`config.mk`:
```
export PLATFORM = sky130hd
export DESIGN_NAME = vga_decoder_flat
export DESIGN_NICKNAME = d
export VERILOG_FILES = /design/src/rtl/vga_decoder_if.sv /design/src/rtl/vga_decoder.sv /design/src/flat_wrapper.sv
export SDC_FILE = /design/constraint.sdc
export NUM_CORES = 1
export LEC_CHECK = 0
export CORE_UTILIZATION = 53
export CTS_BUF_LIST = sky130_fd_sc_hd__clkbuf_4 sky130_fd_sc_hd__clkbuf_8
export DETAILED_ROUTE_END_ITERATION = 8
export GPL_TIMING_DRIVEN = 1
export MAX_ROUTING_LAYER = met4
export PLACE_DENSITY_LB_ADDON = 0.08
export SYNTH_ARGS = -nofsm -noshare
export SYNTH_HDL_FRONTEND = slang
export SYNTH_SLANG_ARGS = --single-unit
```
`constraint.sdc`:
```
create_clock -name clk -period 3.45 [get_ports clk]
set_clock_uncertainty 0.05 [all_clocks]
set_input_delay 0.5175 -clock clk [delete_from_list [all_inputs] [get_ports clk]]
set_output_delay 0.5175 -clock clk [all_outputs]
set_load 0.05 [all_outputs]
```
`src/rtl/vga_decoder_if.sv`:
```
// Video link bundle between the pong generator (master) and the receive decoder (slave).
// VGA_DECODER_BGCOLOR_EN adds the decoded background colour to the bundle.
interface vga_decoder_if;
  logic        hsync;
  logic        vsync;
  logic [5:0]  rrggbb;
  logic [3:0]  ball_x;
  logic [3:0]  ball_y;
  logic        ball_valid;
  logic        multi_ball;
  logic [15:0] lpaddle;
  logic [15:0] rpaddle;
  logic        locked;
  logic        frame_strobe;
  logic        frame_err;
`ifdef VGA_DECODER_BGCOLOR_EN
  logic [2:0]  bgcolor;

  modport master (
    output hsync, vsync, rrggbb,
    input  ball_x, ball_y, ball_valid, multi_ball, lpaddle, rpaddle,
    input  locked, frame_strobe, frame_err, bgcolor
  );

  modport slave (
    input  hsync, vsync, rrggbb,
    output ball_x, ball_y, ball_valid, multi_ball, lpaddle, rpaddle,
    output locked, frame_strobe, frame_err, bgcolor
  );
`else
  modport master (
    output hsync, vsync, rrggbb,
    input  ball_x, ball_y, ball_valid, multi_ball, lpaddle, rpaddle,
    input  locked, frame_strobe, frame_err
  );

  modport slave (
    input  hsync, vsync, rrggbb,
    output ball_x, ball_y, ball_valid, multi_ball, lpaddle, rpaddle,
    output locked, frame_strobe, frame_err
  );
`endif
endinterface

```
`src/rtl/vga_decoder.sv`:
```
// Pong video receiver: recovers pixel position, decodes the 16x16 cell play area, checks frame timing.
// Optional VGA_DECODER_BGCOLOR_EN: also reports the background colour sampled at cell (0,0).
module vga_decoder #(
  parameter int H_TOTAL = 832,
  parameter int V_TOTAL = 520,
  parameter int H_START = 168,
  parameter int V_START = 31
) (
  input  logic         clk,
  input  logic         reset,
  vga_decoder_if.slave vid
);

  localparam logic [9:0]  CNT_MAX = 10'd1023;
  localparam logic [9:0]  H_ST    = 10'(H_START);
  localparam logic [9:0]  V_ST    = 10'(V_START);
  localparam logic [10:0] H_LEN   = 11'(H_TOTAL);
  localparam logic [10:0] V_LEN   = 11'(V_TOTAL);

  function automatic logic [9:0] sat_inc10(input logic [9:0] v);
    return (v == CNT_MAX) ? v : v + 10'd1;
  endfunction

  function automatic logic [1:0] sat_inc2(input logic [1:0] v);
    return (v >= 2'd2) ? 2'd2 : v + 2'd1;
  endfunction

  logic        hs_prev, vs_prev, hs_fall, vs_fall;
  logic [9:0]  x_q, y_q, x_pos, y_pos, x_px, y_px;
  logic        active, sample, white;
  logic [3:0]  cell_x, cell_y;
  logic        hs_seen, seen_vsync, line_err, line_bad, frame_good;
  logic [1:0]  ball_cnt, good_cnt;
  logic [3:0]  ball_x_sh, ball_y_sh;
  logic [15:0] lp_sh, rp_sh;
  logic [3:0]  ball_x_r, ball_y_r;
  logic        ball_valid_r, multi_ball_r, locked_r, strobe_r, err_r;
  logic [15:0] lp_r, rp_r;

  assign hs_fall = hs_prev & ~vid.hsync;
  assign vs_fall = vs_prev & ~vid.vsync;

  // Position of the current cycle: x restarts on the hsync edge, y on the vsync edge.
  always_comb begin
    x_pos = hs_fall ? 10'd0 : sat_inc10(x_q);
    y_pos = y_q;
    if (vs_fall)
      y_pos = 10'd0;
    else if (hs_fall)
      y_pos = sat_inc10(y_q);
  end

  assign x_px   = x_pos - H_ST;
  assign y_px   = y_pos - V_ST;
  assign active = (x_pos >= H_ST) && (y_pos >= V_ST);
  assign sample = active && (x_px < 10'd256) && (y_px < 10'd256) &&
                  (x_px[3:0] == 4'd8) && (y_px[3:0] == 4'd8);
  assign cell_x = x_px[7:4];
  assign cell_y = y_px[7:4];
  assign white  = (vid.rrggbb == 6'b111111);

  // x_q/y_q hold the previous cycle's position, so +1 gives the length just ended.
  assign line_bad   = hs_fall && hs_seen && !vs_fall && (({1'b0, x_q} + 11'd1) != H_LEN);
  assign frame_good = !line_err && (({1'b0, y_q} + 11'd1) == V_LEN);

`ifdef VGA_DECODER_BGCOLOR_EN
  logic [2:0] bg_sh, bg_r;
  assign vid.bgcolor = bg_r;
`endif

  always_ff @(posedge clk or negedge reset) begin
    if (!reset) begin
      hs_prev      <= 1'b0;
      vs_prev      <= 1'b0;
      x_q          <= '0;
      y_q          <= '0;
      hs_seen      <= 1'b0;
      seen_vsync   <= 1'b0;
      line_err     <= 1'b0;
      ball_cnt     <= '0;
      good_cnt     <= '0;
      ball_x_sh    <= '0;
      ball_y_sh    <= '0;
      lp_sh        <= '0;
      rp_sh        <= '0;
      ball_x_r     <= '0;
      ball_y_r     <= '0;
      ball_valid_r <= 1'b0;
      multi_ball_r <= 1'b0;
      lp_r         <= '0;
      rp_r         <= '0;
      locked_r     <= 1'b0;
      strobe_r     <= 1'b0;
      err_r        <= 1'b0;
`ifdef VGA_DECODER_BGCOLOR_EN
      bg_sh        <= '0;
      bg_r         <= '0;
`endif
    end else begin
      hs_prev  <= vid.hsync;
      vs_prev  <= vid.vsync;
      x_q      <= x_pos;
      y_q      <= y_pos;
      strobe_r <= 1'b0;
      err_r    <= 1'b0;

      if (vs_fall)
        hs_seen <= hs_fall;
      else if (hs_fall)
        hs_seen <= 1'b1;

      if (line_bad)
        line_err <= 1'b1;

      // Edge columns belong to the paddles, even if the ball sits there.
      if (sample && white) begin
        if (cell_x == 4'd15)
          lp_sh[cell_y] <= 1'b1;
        else if (cell_x == 4'd0)
          rp_sh[cell_y] <= 1'b1;
        else begin
          ball_cnt  <= sat_inc2(ball_cnt);
          ball_x_sh <= cell_x;
          ball_y_sh <= cell_y;
        end
      end

`ifdef VGA_DECODER_BGCOLOR_EN
      if (sample && !white && (cell_x == 4'd0) && (cell_y == 4'd0))
        bg_sh <= {vid.rrggbb[5], vid.rrggbb[3], vid.rrggbb[1]};
`endif

      if (vs_fall) begin
        seen_vsync <= 1'b1;
        if (seen_vsync) begin
          if (frame_good) begin
            ball_valid_r <= (ball_cnt == 2'd1);
            multi_ball_r <= (ball_cnt == 2'd2);
            if (ball_cnt == 2'd1) begin
              ball_x_r <= ball_x_sh;
              ball_y_r <= ball_y_sh;
            end
            lp_r     <= lp_sh;
            rp_r     <= rp_sh;
            strobe_r <= 1'b1;
            good_cnt <= sat_inc2(good_cnt);
            locked_r <= (sat_inc2(good_cnt) == 2'd2);
`ifdef VGA_DECODER_BGCOLOR_EN
            bg_r     <= bg_sh;
`endif
          end else begin
            err_r    <= 1'b1;
            good_cnt <= '0;
            locked_r <= 1'b0;
          end
        end
        ball_cnt  <= '0;
        ball_x_sh <= '0;
        ball_y_sh <= '0;
        lp_sh     <= '0;
        rp_sh     <= '0;
        line_err  <= 1'b0;
`ifdef VGA_DECODER_BGCOLOR_EN
        bg_sh     <= '0;
`endif
      end
    end
  end

  assign vid.ball_x       = ball_x_r;
  assign vid.ball_y       = ball_y_r;
  assign vid.ball_valid   = ball_valid_r;
  assign vid.multi_ball   = multi_ball_r;
  assign vid.lpaddle      = lp_r;
  assign vid.rpaddle      = rp_r;
  assign vid.locked       = locked_r;
  assign vid.frame_strobe = strobe_r;
  assign vid.frame_err    = err_r;

endmodule

```
`src/flat_wrapper.sv`:
```
// flat-port wrapper written by rule: the top's interface ports become plain ports
module vga_decoder_flat 
#(
  parameter int H_TOTAL = 832,
  parameter int V_TOTAL = 520,
  parameter int H_START = 168,
  parameter int V_START = 31
)
  (clk, reset, vid_hsync, vid_vsync, vid_rrggbb, vid_ball_x, vid_ball_y, vid_ball_valid, vid_multi_ball, vid_lpaddle, vid_rpaddle, vid_locked, vid_frame_strobe, vid_frame_err);
  vga_decoder_if vid_i ();
  input  logic clk;
  input  logic reset;
  input wire logic [$bits(vid_i.hsync)-1:0] vid_hsync;
  input wire logic [$bits(vid_i.vsync)-1:0] vid_vsync;
  input wire logic [$bits(vid_i.rrggbb)-1:0] vid_rrggbb;
  output wire logic [$bits(vid_i.ball_x)-1:0] vid_ball_x;
  output wire logic [$bits(vid_i.ball_y)-1:0] vid_ball_y;
  output wire logic [$bits(vid_i.ball_valid)-1:0] vid_ball_valid;
  output wire logic [$bits(vid_i.multi_ball)-1:0] vid_multi_ball;
  output wire logic [$bits(vid_i.lpaddle)-1:0] vid_lpaddle;
  output wire logic [$bits(vid_i.rpaddle)-1:0] vid_rpaddle;
  output wire logic [$bits(vid_i.locked)-1:0] vid_locked;
  output wire logic [$bits(vid_i.frame_strobe)-1:0] vid_frame_strobe;
  output wire logic [$bits(vid_i.frame_err)-1:0] vid_frame_err;
  assign vid_i.hsync = vid_hsync;
  assign vid_i.vsync = vid_vsync;
  assign vid_i.rrggbb = vid_rrggbb;
  assign vid_ball_x = vid_i.ball_x;
  assign vid_ball_y = vid_i.ball_y;
  assign vid_ball_valid = vid_i.ball_valid;
  assign vid_multi_ball = vid_i.multi_ball;
  assign vid_lpaddle = vid_i.lpaddle;
  assign vid_rpaddle = vid_i.rpaddle;
  assign vid_locked = vid_i.locked;
  assign vid_frame_strobe = vid_i.frame_strobe;
  assign vid_frame_err = vid_i.frame_err;
  vga_decoder #(.H_TOTAL(H_TOTAL), .V_TOTAL(V_TOTAL), .H_START(H_START), .V_START(V_START)) u_core (.clk(clk), .reset(reset), .vid(vid_i));
endmodule
```
==> metrics.md <==
| Metric | Value |
|---|---|
| Outcome | finished clean |
| Worst R2R Setup Slack | 0.24 ns |
| Clk pwr share | 0.473 |
| Inserted Clock Buffers | 17 |
| Area of the core | slightly below 0.01 sq mm |
| Worst-path clk slew | 0.06 ns |
| Minimum clock period | about 3.2 ns |
| Crit path required time | roughly 3.7 ns |
| Crit path arrival time | 3.49 ns |
| Clock root buffer | clkbuf_8 |
| CTS tree | yes |
| Worst VDD drop | around 0.48 mV |
| WL/cell | about 17 um |
| Post-CTS setup buffers | 0 |
| Count of pins over their slew limit | 0 |
| Vert. Die Dim | ~100 um |
| Pin count of the biggest net entering global routing | between 60 and 70 |
| Psw | 745 uW |
| Nets | 598 |
| PD cells | 477 mW/mm^2 |
| Least-Margin Pin Slew | around 0.65 ns |
| Share of layout cells above drive strength 1 | 0.208 |
| Period Utilization, post-route | 0.930 |
| Clock Path Buffers | 2 |
| Routed WL | 12.3 mm |
| CP Launch Type | flop |
| Mean Syn Cell Area | about 11 sq um |
| Biggest area consumer among synthesized cells | dfrtp_1 |
| Initial antenna violation count | 0 |
| Post-CTS sizing | 0 |
| Unrepaired setup endpoints after global routing | no |
| Static Leak | 0.00306 uW |
| FF-to-FF End | u_core.rp_sh[1] |
| Synth Register Bits | 113 |
| Die footprint | roughly 0.011 sq mm |
| Post-cts hold buffer count | 0 |
| Combinational Power Share | 0.094 |
| Place WS | 0.0200 ns |
| Global Route Usage Sum | 0.266 |
| Crit path kind | reg2reg |
| Placed Area | 0.00625 sq mm |
| H-Tree Level Count | 4 |
| GRT Residual Overflow | 0 |
| Cell Area, Synth | ~0.0054 sq mm |
| Min-Delay Path Class | in2async |
| Setup slack after layout | roughly 0.24 ns |
| Clock latency on the worst-skew pair | 0.45 ns |
| Sequential cell area fraction in the yosys report | 0.521 |
| Cell with the most instances after synthesis | dfrtp_1 |
| Max_slew headroom | 0.569 |
| Synth-to-Final Area Change | 24.3% |
| Total Neg Setup Slack | 0 ns |
| Switching part of the total | 0.232 |
| Antenna Cells | 0 |
| Post-synth ARST share | 1.00 |
| Number of enable flip-flop cells after synthesis | 0 |
| Final Hold Viols | 0 |
| Mapped Cells | between 500 and 600 |
| Post-Syn Nets | approximately 520 |
| Top post-synthesis cells by area | dfrtp_1 52%, mux2_2 8.3%, nand2_1 4.7% |
| First-pass GRT wire length | roughly 20 mm |
| Crit Path Max Fanout | 8 |
| Rows | 36 |
| Via density | roughly 5.8 |
| Critical Path Sink Type | flop |
| Remaining DRCs | 0 |
| Vias in the first global route | ~3900 |
| Ports | between 50 and 60 |
| Initial DRT Pass Iterations | 5 |
| Launching point of the worst reg2reg path | u_core.x_q[2] |
| 1st-iter DRT viols | 218 |
| Clock sinks | ~110 |
| Number of port buffers | between 50 and 60 |
| Post-synth top area share | 0.521 |
| Horiz. Die Dim | about 100 um |
| Most instantiated cells after synthesis | 113 x dfrtp_1, 68 x nand2_1, 40 x mux2_2 |
| Max_cap viols | 0 |
| Yosys synthesis warning count | 0 |
| Post-synthesis cell type count | 66 |
| Detail Route Antenna Nets | 0 |
| Worst reg2reg path depth | 11 |
| Via count | around 4200 |
| Initial Util | 0.550 |
| Final instance area | ~0.0067 sq mm |
| Main flop type after synthesis | dfrtp_1 |
| HPWL after DPL | ~8.6 mm |
| Seq pwr share | 0.433 |
| Internal power | 2470 uW |
| Final Wtd Congestion | 0.939 |
| Endpoints failing setup | 0 |
| Max Clock Freq | 312 MHz |
==> how the worst max path moves through the flow <==
stage,start,cells past startpoint,endpoint
floorplan,u_core.x_q[0],14,u_core.ball_cnt[0]
global placement,vid_hsync,11,u_core.ball_x_sh[3]
detailed placement,vid_hsync,11,u_core.ball_y_sh[2]
CTS,u_core.y_q[1],9,u_core.vid.ball_y[0]
global route,u_core.x_q[2],13,u_core.rp_sh[1]
finish,u_core.x_q[2],11,u_core.rp_sh[1]
==> layout by cell type, fill, tap and decap left out, drive strengths merged, types with 3 or more instances in the layout <==
cell and n:
dfrtp 113, nand2 69, clkdlybuf4s50 53, mux2 40, o21ai 36, nor2 34, buf 29, clkbuf 22
nand3 19, mux2i 13, nand4 12, inv 10, xnor2 10, nor3 10, and3 9, o31ai 8
a21oi 8, a31oi 7, and4 7, bufinv 6, and2 5, nor4 5, xor2 4, nand4b 4
nand2b 4, or3 4, or2 4, ha 4, a211oi 4, a21o 3
==> power by group through the flow <==
| stage | sequential, uW | combinational (uW) | clock (uW) |
|---|---|---|---|
| floorplan | 1410 | 161 | 0 |
| global placement | 1410 | 300 | 0 |
| detailed placement | 1420 | 299 | 0 |
| CTS | 1390 | 302 | 1550 |
| global route | 1400 | 334 | 1610 |
| finish | 1390 | 302 | 1520 |
==> state kept, by name, summed over array words and instances (netlist names), 2 cells and up <==
register and count:
u_core.ball_x_sh 4, u_core.ball_cnt 2, u_core.ball_y_sh 4, u_core.vid.ball_y 4, u_core.y_q 10, u_core.x_q 10, u_core.vid.rpaddle 16, u_core.vid.ball_x 4
u_core.rp_sh 16, u_core.vid.lpaddle 16, u_core.lp_sh 16
==> cell families (layout without fill, tap and decap cells) <==
family	after synthesis	after routing	share of synthesized area
AO/OA/AOI/OAI	91	91	0.116
adder cells (fa/ha/maj)	4	4	0.00922
multiplexers	53	53	0.107
flip-flops	113	113	0.521
XOR/XNOR	14	14	0.0226
buffers and inverters	34	124	0.0334
AND/OR/NAND/NOR	198	198	0.191
==> stage by stage <==
step | total power, uW | utilization | cells | hold WS [ns]
floorplan | 1570 | - | 507 | 0.172
global placement | 1710 | 0.633 | 698 | 0.408
detailed placement | 1710 | 0.633 | 698 | 0.417
CTS | 3240 | 0.683 | 730 | 0.0400
global route | 3340 | 0.684 | 730 | 0.0578
finish | 3220 | 0.684 | 730 | 0.0347
==> worst max-delay path, cell delays in order, from the launching register on <==
cell and delay, ns:
dfrtp_1 0.47, nand4_1 0.24, nor3_2 0.33, o21ai_0 0.23
ha_1 0.27, o32ai_1 0.33, mux2i_1 0.33, buf_4 0.16
o211a_1 0.17, buf_4 0.14, nand2_1 0.09, o31ai_1 0.30
==> metal layers <==
metal | GRT usage | up-vias | routed length [um]
met4 | 0.108 | 0 | 157
met1 | 0.362 | 2085 | 5770
met3 | 0.0753 | 17 | 661
met2 | 0.375 | 135 | 5680
met5 | - | - | 0
li1 | - | 1999 | -
==> cell type report <==
class	instances	area [sq um]
tap	133	166
multi-input combinational	360	2420
clock buffer	22	284
fill	762	3120
timing repair buffer	82	798
clock inverter	10	205
inverter	10	37.5
sequential	113	2830
Note: power is estimated with default switching activity, not from simulation.
